`src/rtl/ring_buffer_pkg.sv`:
```
// Shared types and helpers for the ring buffer reader.
//   state_e    : reader FSM states (idle, running, stopping at frame end)
//   beat_width : width of the in-frame beat counter for a given frame length
package ring_buffer_pkg;

  typedef enum logic [1:0] {
    StIdle     = 2'd0,
    StRun      = 2'd1,
    StStopping = 2'd2
  } state_e;

  // At least one bit so BURST_LEN == 1 still yields a legal counter.
  function automatic int unsigned beat_width(input int unsigned burst_len);
    return (burst_len <= 1) ? 1 : $clog2(burst_len);
  endfunction

endpackage

```
`src/rtl/ring_buffer_reader_if.sv`:
```
// Buffer read port plus downstream valid/ready stream of the ring buffer reader.
//   master : the reader (drives dequeue_o and the m_* stream)
//   slave  : the environment (ring buffer read side and stream sink)
interface ring_buffer_reader_if #(
  parameter int unsigned WIDTH = 8
);

  logic             dequeue_o;
  logic             empty_i;
  logic [WIDTH-1:0] data_i;
  logic [WIDTH-1:0] m_data_o;
  logic             m_last_o;
  logic             m_valid_o;
  logic             m_ready_i;

  modport master (
    output dequeue_o,
    input  empty_i,
    input  data_i,
    output m_data_o,
    output m_last_o,
    output m_valid_o,
    input  m_ready_i
  );

  modport slave (
    input  dequeue_o,
    output empty_i,
    output data_i,
    input  m_data_o,
    input  m_last_o,
    input  m_valid_o,
    output m_ready_i
  );

endinterface

```
`src/rtl/rb_reader_skid.sv`:
```
// Two-entry registered valid/ready FIFO holding {last, data} words.
//   push/push_ready : write side; push must only be raised when push_ready is high
//   in_data/in_last : word written on push
//   m_data/m_last   : registered head entry
//   m_valid/m_ready : stream handshake; a word leaves on m_valid & m_ready
module rb_reader_skid #(
  parameter int unsigned WIDTH = 8
) (
  input  logic             clk,
  input  logic             rst,
  input  logic             push,
  output logic             push_ready,
  input  logic [WIDTH-1:0] in_data,
  input  logic             in_last,
  output logic [WIDTH-1:0] m_data,
  output logic             m_last,
  output logic             m_valid,
  input  logic             m_ready
);

  logic [1:0]     occ_q, occ_d;
  logic [WIDTH:0] head_q, head_d;
  logic [WIDTH:0] tail_q, tail_d;
  logic           pop;

  assign m_valid    = (occ_q != 2'd0);
  assign pop        = m_valid & m_ready;
  // Full FIFO still accepts a word when the head leaves in the same cycle.
  assign push_ready = (occ_q != 2'd2) | pop;
  assign m_data     = head_q[WIDTH-1:0];
  assign m_last     = head_q[WIDTH];

  always_comb begin
    occ_d  = occ_q;
    head_d = head_q;
    tail_d = tail_q;
    case ({push, pop})
      2'b10: begin
        if (occ_q == 2'd0) head_d = {in_last, in_data};
        else               tail_d = {in_last, in_data};
        occ_d = occ_q + 2'd1;
      end
      2'b01: begin
        head_d = tail_q;
        occ_d  = occ_q - 2'd1;
      end
      2'b11: begin
        if (occ_q == 2'd1) begin
          head_d = {in_last, in_data};
        end else begin
          head_d = tail_q;
          tail_d = {in_last, in_data};
        end
      end
      default: ;
    endcase
  end

  always_ff @(posedge clk) begin
    if (rst) begin
      occ_q  <= 2'd0;
      head_q <= '0;
      tail_q <= '0;
    end else begin
      occ_q  <= occ_d;
      head_q <= head_d;
      tail_q <= tail_d;
    end
  end

endmodule

```
`src/rtl/ring_buffer_reader.sv`:
```
// Consumer side of the ring buffer: pops words, tags every BURST_LEN-th word as
// frame-last and streams them out through a two-entry skid FIFO.
//   clk, rst   : clock, synchronous active-high reset
//   start_i    : begin draining (only honoured while idle)
//   stop_i     : halt at the next frame boundary (ignored while idle)
//   busy_o     : not idle, or words still waiting in the output FIFO
//   word_cnt_o : words accepted downstream since reset (wraps)
//   bus        : buffer read port and output stream (master modport)
module ring_buffer_reader
  import ring_buffer_pkg::*;
#(
  parameter int unsigned WIDTH     = 8,
  parameter int unsigned BURST_LEN = 16,
  parameter int unsigned CNT_WIDTH = 32
) (
  input  logic                 clk,
  input  logic                 rst,
  input  logic                 start_i,
  input  logic                 stop_i,
  output logic                 busy_o,
  output logic [CNT_WIDTH-1:0] word_cnt_o,
  ring_buffer_reader_if.master bus
);

  localparam int unsigned     BeatW    = beat_width(BURST_LEN);
  localparam logic [BeatW-1:0] LastBeat = BeatW'(BURST_LEN - 1);

  state_e               state_q, state_d;
  logic [BeatW-1:0]     beat_q, beat_d;
  logic [CNT_WIDTH-1:0] word_cnt_q, word_cnt_d;
  logic                 push_ready;
  logic                 pop;
  logic                 last_beat;
  logic                 boundary;
  logic [WIDTH-1:0]     m_data;
  logic                 m_last;
  logic                 m_valid;

  assign last_beat     = (beat_q == LastBeat);
  // empty_i gates the request so the buffer's bypass read path is never used.
  assign pop           = (state_q != StIdle) & ~bus.empty_i & push_ready;
  assign bus.dequeue_o = pop;
  // Frame boundary this cycle: the frame-closing word leaves, or none is in flight.
  assign boundary      = pop ? last_beat : (beat_q == '0);

  always_comb begin
    beat_d = beat_q;
    if (pop) beat_d = last_beat ? '0 : beat_q + BeatW'(1);
  end

  always_comb begin
    state_d = state_q;
    unique case (state_q)
      StIdle:     if (start_i) state_d = StRun;
      StRun:      if (stop_i) state_d = boundary ? StIdle : StStopping;
      StStopping: if (pop && last_beat) state_d = StIdle;
      default:    state_d = StIdle;
    endcase
  end

  always_comb begin
    word_cnt_d = word_cnt_q;
    if (m_valid && bus.m_ready_i) word_cnt_d = word_cnt_q + CNT_WIDTH'(1);
  end

  always_ff @(posedge clk) begin
    if (rst) begin
      state_q    <= StIdle;
      beat_q     <= '0;
      word_cnt_q <= '0;
    end else begin
      state_q    <= state_d;
      beat_q     <= beat_d;
      word_cnt_q <= word_cnt_d;
    end
  end

  rb_reader_skid #(
    .WIDTH (WIDTH)
  ) u_skid (
    .clk        (clk),
    .rst        (rst),
    .push       (pop),
    .push_ready (push_ready),
    .in_data    (bus.data_i),
    .in_last    (last_beat),
    .m_data     (m_data),
    .m_last     (m_last),
    .m_valid    (m_valid),
    .m_ready    (bus.m_ready_i)
  );

  assign bus.m_data_o  = m_data;
  assign bus.m_last_o  = m_last;
  assign bus.m_valid_o = m_valid;
  assign busy_o        = (state_q != StIdle) | m_valid;
  assign word_cnt_o    = word_cnt_q;

endmodule

```
`src/flat_wrapper.sv`:
```
// flat-port wrapper written by rule: the top's interface ports become plain ports
module ring_buffer_reader_flat import ring_buffer_pkg::*;
#(
  parameter int unsigned WIDTH     = 8,
  parameter int unsigned BURST_LEN = 16,
  parameter int unsigned CNT_WIDTH = 32
)
  (clk, rst, start_i, stop_i, busy_o, word_cnt_o, bus_dequeue_o, bus_empty_i, bus_data_i, bus_m_data_o, bus_m_last_o, bus_m_valid_o, bus_m_ready_i);
  ring_buffer_reader_if #(.WIDTH(WIDTH)) bus_i ();
  input  logic clk;
  input  logic rst;
  input  logic start_i;
  input  logic stop_i;
  output logic busy_o;
  output logic [CNT_WIDTH-1:0] word_cnt_o;
  output wire logic [$bits(bus_i.dequeue_o)-1:0] bus_dequeue_o;
  input wire logic [$bits(bus_i.empty_i)-1:0] bus_empty_i;
  input wire logic [$bits(bus_i.data_i)-1:0] bus_data_i;
  output wire logic [$bits(bus_i.m_data_o)-1:0] bus_m_data_o;
  output wire logic [$bits(bus_i.m_last_o)-1:0] bus_m_last_o;
  output wire logic [$bits(bus_i.m_valid_o)-1:0] bus_m_valid_o;
  input wire logic [$bits(bus_i.m_ready_i)-1:0] bus_m_ready_i;
  assign bus_dequeue_o = bus_i.dequeue_o;
  assign bus_i.empty_i = bus_empty_i;
  assign bus_i.data_i = bus_data_i;
  assign bus_m_data_o = bus_i.m_data_o;
  assign bus_m_last_o = bus_i.m_last_o;
  assign bus_m_valid_o = bus_i.m_valid_o;
  assign bus_i.m_ready_i = bus_m_ready_i;
  ring_buffer_reader #(.WIDTH(WIDTH), .BURST_LEN(BURST_LEN), .CNT_WIDTH(CNT_WIDTH)) u_core (.clk(clk), .rst(rst), .start_i(start_i), .stop_i(stop_i), .busy_o(busy_o), .word_cnt_o(word_cnt_o), .bus(bus_i));
endmodule
```
`config.mk`:
```
export PLATFORM = sky130hd
export DESIGN_NAME = ring_buffer_reader_flat
export DESIGN_NICKNAME = d
export VERILOG_FILES = /design/src/rtl/ring_buffer_pkg.sv /design/src/rtl/ring_buffer_reader_if.sv /design/src/rtl/rb_reader_skid.sv /design/src/rtl/ring_buffer_reader.sv /design/src/flat_wrapper.sv
export SDC_FILE = /design/constraint.sdc
export NUM_CORES = 1
export LEC_CHECK = 0
export ABC_CLOCK_PERIOD_IN_PS = 2850
export CORE_MARGIN = 4
export CORE_UTILIZATION = 51
export DETAILED_ROUTE_END_ITERATION = 12
export PLACE_DENSITY = 0.85
export SLEW_MARGIN = 20
export SYNTH_ARGS = -nofsm -noshare
export SYNTH_HDL_FRONTEND = slang
export SYNTH_HIERARCHICAL = 1
export SYNTH_SLANG_ARGS = --single-unit
```
`constraint.sdc`:
```
create_clock -name clk -period 2.85 [get_ports clk]
set_input_delay 0.4275 -clock clk [delete_from_list [all_inputs] [get_ports clk]]
set_output_delay 0.4275 -clock clk [all_outputs]
set_load 0.01 [all_outputs]
```
Yosys cells after proc, flatten, opt, wreduce, memory -nomap -nowiden

Index checks and enable logic that the tools add are counted.
W data, S select, Z words.

Reduce and logical (&&, ||, !) cells: 13
Bitwise operators: 6
Eq/ne operators: 14
$add $sub $neg: 4
Mux-type cells: 14

Operator list:

| kind                    | count |
|---|---|
| $mux W9                 | 4 |
| $add A32 B1 Y32 const B | 1 |
| $pmux W9 S3             | 1 |
| $pmux W9 S2             | 1 |
| $ne A2 B2 Y1 const B    | 6 |
| $mux W2                 | 4 |
| $reduce_bool A2 Y1      | 4 |
| $eq A2 B1 Y1 const B    | 3 |
| $eq A2 B2 Y1 const B    | 3 |
| $pmux W2 S3             | 1 |
| $reduce_and A3 Y1       | 2 |
| $add A4 B1 Y4 const B   | 1 |
| $eq A4 B4 Y1 const B    | 1 |
| $logic_not A2 Y1        | 2 |
| $logic_not A4 Y1        | 1 |
| $mux W4                 | 1 |
| $pmux W2 S2             | 1 |
| $and A1 B1 Y1           | 3 |
| $reduce_bool A3 Y1      | 1 |
| $add A2 B1 Y2 const B   | 1 |
| $logic_and A1 B1 Y1     | 2 |
| $ne A2 B1 Y1 const B    | 1 |
| $or A1 B1 Y1            | 2 |
| $reduce_and A2 Y1       | 1 |
| 3 further kinds         | 3 |

Output and inout port bits: 44
Bits of input ports: 14
Flip-flop bits (word level): 58
Word-level logic and storage cells: 57

Depth between registers and ports, before layout

Word-level depth: 8
Gate-level depth with buffers: 12
Mapped depth without buffers: 10

Cells and area by module

Netlist, hierarchy kept.

Modules (own cells, without submodules):

| module             | instances | area each (um^2) | cells an instance | seq. area each (um^2) |
|---|---|---|---|---|
| ring_buffer_reader | 1         | 1820.5           | 212               | 760.7 |
| rb_reader_skid     | 1         | 904.6            | 100               | 400.4 |

Worst setup path before layout

No wires, ideal clock.

Path type: register -> register
Start point: register u_core.u_skid.occ_q[0]
End point: register u_core.u_skid.tail_q[0]
Arrival time: 2365 ps
Path buffers: 2
Library setup time: 128 ps
Clock period less this slack: 2493 ps
Cell stages (with the launch flop): 13
Setup slack: 357 ps
Data required time: 2722 ps
Cells stage by stage: dfxtp_1 > inv_1 > ha_1 > nand2b_1 > buf_4 > nand2_1 > nand2b_1 > nor2_1 > inv_2 > a211oi_1 > buf_4 > mux2i_1 > nor2_1

Cells in the longest elaborated chain, start to end: 7
Elaborated cells between the ends (all ways): 14
Those cells by class: eq/ne: 6; mux: 1; bitwise: 3; reduce/logical: 4

Ends and longest elaborated chain:

| what                                                                | line                     | RTL |
|---|---|---|
| start: declaration                                                  | rb_reader_skid.sv:21     | `logic [1:0] occ_q, occ_d;` |
| start signal: assignment                                            | rb_reader_skid.sv:61     | `occ_q <= 2'd0;` |
| start signal: assignment                                            | rb_reader_skid.sv:65     | `occ_q <= occ_d;` |
| $reduce_bool A2 Y1                                                  | rb_reader_skid.sv:26     | `assign m_valid = (occ_q != 2'd0);` |
| $and A1 B1 Y1                                                       | rb_reader_skid.sv:27     | `assign pop = m_valid & m_ready;` |
| $or A1 B1 Y1 (*)                                                    | rb_reader_skid.sv:29     | `assign push_ready = (occ_q != 2'd2) \| pop;` |
| via u_core.push_ready                                               | ring_buffer_reader.sv:31 | `logic push_ready;` |
| $and A1 B1 Y1 (*)                                                   | ring_buffer_reader.sv:41 | `assign pop = (state_q != StIdle) & ~bus.empty_i & push_ready;` |
| via bus_dequeue_o                                                   | flat_wrapper.sv:16       | `output wire logic [$bits(bus_i.dequeue_o)-1:0] bus_dequeue_o;` |
| $eq A2 B2 Y1                                                        | rb_reader_skid.sv:37     | `case ({push, pop})` |
| $ne A2 B2 Y1 (no source line) or $reduce_bool A2 Y1 (tied branches) | n/a                      |  |
| $reduce_and A3 Y1 (no source line)                                  | n/a                      |  |
| end signal: assignment                                              | rb_reader_skid.sv:67     | `tail_q <= tail_d;` |
| end: declaration                                                    | rb_reader_skid.sv:23     | `logic [WIDTH:0] tail_q, tail_d;` |

Mark *: on every way through the listed nets, which the timed path passes. The rest lies on a longest branch.
A chain may end at the register's enable or synchronous reset.

Final worst setup path

Start point: register u_core.u_skid.occ_q[0]
End point: register u_core.word_cnt_q[31], in the netlist u_core/word_cnt_o[31]

Cells in the longest elaborated chain, start to end: 2

Ends and longest elaborated chain:

| what                   | line                     | RTL |
|---|---|---|
| $reduce_bool A2 Y1     | rb_reader_skid.sv:26     |  |
| $logic_and A1 B1 Y1    | ring_buffer_reader.sv:63 | `if (m_valid && bus.m_ready_i) word_cnt_d = word_cnt_q + CNT_WIDTH'(1);` |
| end signal: assignment | ring_buffer_reader.sv:74 | `word_cnt_q <= word_cnt_d;` |
| end: declaration       | ring_buffer_reader.sv:30 | `logic [CNT_WIDTH-1:0] word_cnt_q, word_cnt_d;` |

No other way between the ends.

==> impl_metrics.yaml <==
pwr:
  p_per_area_nw_per_um2: 680
  ir_worst_vdd_mv: 0.591
  leakagePower_uw: 0.00114
layout:
  syn2layout_area_growth_pct: 28.4
  finalNetCount: 388
  final_cell_area_um2: 3500
  fill_cells: 455
  multi_input_area_um2: 1390
  insertedDiodeCount: 0
  regArea_um2: 1160
  drive_gt1_frac: 0.0912
route:
  antenna_left: 0
  firstDrtPassIters: 4
  wl_per_cell_um: 13.4
  drc: 0
  drt_iter0_markers: 108
  viasPerCell: 5.49
  drt_wl_total_um: 5960
  dr_total_vias: 2431
global_route:
  antenna_found_initial: 0
  overflow: 0
  grt_start_max_net_pins: 43
  grt_pass1_wl_um: 9830
  grt_pass1_vias: 2202
  grtUsageTotal: 0.192
setup_path:
  crit_path_cell_trace: "inv_1 -> ha_1 -> inv_1 -> nand4_1 -> or4_1 -> nor4_1 -> mux2_2"
  r2r_slack_ps: 220
  cp_slowest_cell: "or4_1"
  cp_data_arrival_time_ps: 2850
  r2r_start: "u_core/u_skid/occ_q[0]$_SDFFE_PP0P_"
  worstReg2RegEnd: "u_core/word_cnt_o[31]$_SDFFE_PP0P_"
  crit_path_start_kind: "register"
  cp_common_cell: "inv_1"
  critical_path_class: "reg2reg"
  required_ps: 3070
  critPathCaptureType: "register"
  cpPeakStageDelay_ps: 720
  reg2reg_depth: 7
  critPathMaxFanout: 20
cts:
  cts_setup_buffers: 0
  hold_buffers: 0
  ctsResizeCount: 0
  clock_latency_ps: 330
  cts-htree-levels: 3
  clk_pin_slew_ps: 60
  cts-buffers-inserted: 9
  cts_tree: "built"
  clk_path_buf_depth: 2
  clock_sinks: 58
  clock-root-buffer: "clkbuf_8"
sta:
  clock_skew_ps: 5.86
  slew-limit-headroom: 0.610
  setup_violations: 0
  rsz0062_at_grt: "false"
  timing.final.crit_share: 0.922
  max_freq_mhz: 381
  drv_slew: 0
  setup-tns-final_ps: 0
  final.min_clock_period_ps: 2630
  worst_pin_slew_ps: 585
  finalHoldViolations: 0
die:
  die_width_um: 81.1
  dieArea_um2: 6580
  die_y_um: 81.1
  num_rows: 26
  core_um2: 5140
  initial_core_util: 0.530
  ios: 58
synth:
  async_flop_share: 0
  yosys.area.top_type: "dfxtp_1"
  yosysSeqAreaShare: 0.426
  ys.warnings.count: 6
  synth_ff_type: "dfxtp_1"
  postSynthAreaPerCell_um2: 8.73
  synth_area_leaders: "dfxtp_1 43%, nor2_1 5.0%, a21oi_1 4.2%"
  syn_inst: 312
  synthTopCellsByCount: "58 x dfxtp_1, 36 x nor2_1, 30 x nand2_1"
  synth_top_area_frac: 0.426
  synth_edf_count: 0
  synth_cell_type_count: 43
  yosysMostFrequentCell: "dfxtp_1"
  synth_nets: 332
  syn_area_um2: 2730
  ys_ff_latch: 58
status:
  status: "complete, no violations"
hold_path:
  min_delay_path_depth: 2
  min_from: "rst"
  min_to: "u_core/u_skid/occ_q[0]$_SDFFE_PP0P_"
  hold_class: "in2reg"
placed_design:
  placed_cell_area_um2: 3300
  place_hpwl_um: 4050
  gp_congestion: 0.800
  port_buffers: 57
job:
  drv_cap: 0
-- cells in the final DEF (no fill, tap or decap), types with 13 or more instances in the layout --
cell type	count
nand2_1	30
a21oi_1	23
nand3_1	13
inv_1	14
or4_1	13
xnor2_1	13
nor2_1	36
dfxtp_1	58
clkdlybuf4s50_1	56
-- critical path, delay by kind of cell (launching register included) --
kind,cells,cell delay (ps)
AND/OR/NAND/NOR,3,1230
multiplexers,1,370
flip-flops,1,330
buffers and inverters,2,330
adder cells (fa/ha/maj),1,240
-- kinds of logic after synthesis --
group	count (synthesis)	synth area share
AO/OA/AOI/OAI	59	0.145
XOR/XNOR	15	0.0482
adder cells (fa/ha/maj)	6	0.0275
buffers and inverters	32	0.0647
flip-flops	58	0.426
multiplexers	11	0.0409
AND/OR/NAND/NOR	131	0.248
-- cell type report --
| class | count | share of cell area |
|---|---|---|
| multi-input combinational | 222 | 0.398 |
| sequential | 58 | 0.332 |
| timing repair buffer | 62 | 0.172 |
| clock buffer | 14 | 0.0465 |
| tap | 70 | 0.0250 |
| inverter | 15 | 0.0161 |
| clock inverter | 2 | 0.0100 |
-- layer usage --
| layer | wire length [µm] | vias to the layer above | track usage |
|---|---|---|---|
| met1 | 2660 | 1139 | 0.233 |
| li1 | - | 1218 | - |
| met3 | 374 | 8 | 0.0532 |
| met4 | 75 | 0 | 0.0861 |
| met2 | 2850 | 66 | 0.317 |
| met5 | 0 | - | 0 |
-- worst max-delay path by stage --
stage | end | cells after the start | start
final | u_core/word_cnt_o[31]$_SDFFE_PP0P_ | 7 | u_core/u_skid/occ_q[0]$_SDFFE_PP0P_
after global routing | u_core/word_cnt_o[31]$_SDFFE_PP0P_ | 7 | u_core/u_skid/occ_q[0]$_SDFFE_PP0P_
after CTS | u_core/word_cnt_o[31]$_SDFFE_PP0P_ | 7 | u_core/u_skid/occ_q[0]$_SDFFE_PP0P_
after detailed placement | u_core/word_cnt_o[31]$_SDFFE_PP0P_ | 5 | bus_m_ready_i
after global placement | u_core/word_cnt_o[31]$_SDFFE_PP0P_ | 5 | bus_m_ready_i
after floorplan | u_core/u_skid/tail_q[0]$_SDFFE_PP0P_ | 12 | u_core/u_skid/occ_q[0]$_SDFFE_PP0P_
-- stage by stage --
step                      setup WS (ps)  hold WS, ps  instances  utilization  total power (µW)
after floorplan                     357          452        312            -              1380
after global placement              209          458        427        0.642              1610
after detailed placement            124          467        427        0.642              1630
after CTS                           266          449        443        0.681              2400
after global routing                118          466        443        0.681              2510
final                               223          461        443        0.681              2380
-- where the power goes --
group          internal, µW  switching, µW
Sequential              896           55.0
Combinational           312            365
Clock                   451            300
Total                  1660            720
-- state kept, by name, indices dropped and copies added (netlist names) --
register / flops
u_core/beat_q: 4
u_core/state_q: 2
u_core/u_skid/head_q: 9
u_core/u_skid/occ_q: 2
u_core/u_skid/tail_q: 9
u_core/word_cnt_o: 32
Note: power is estimated with default switching activity, not from simulation.
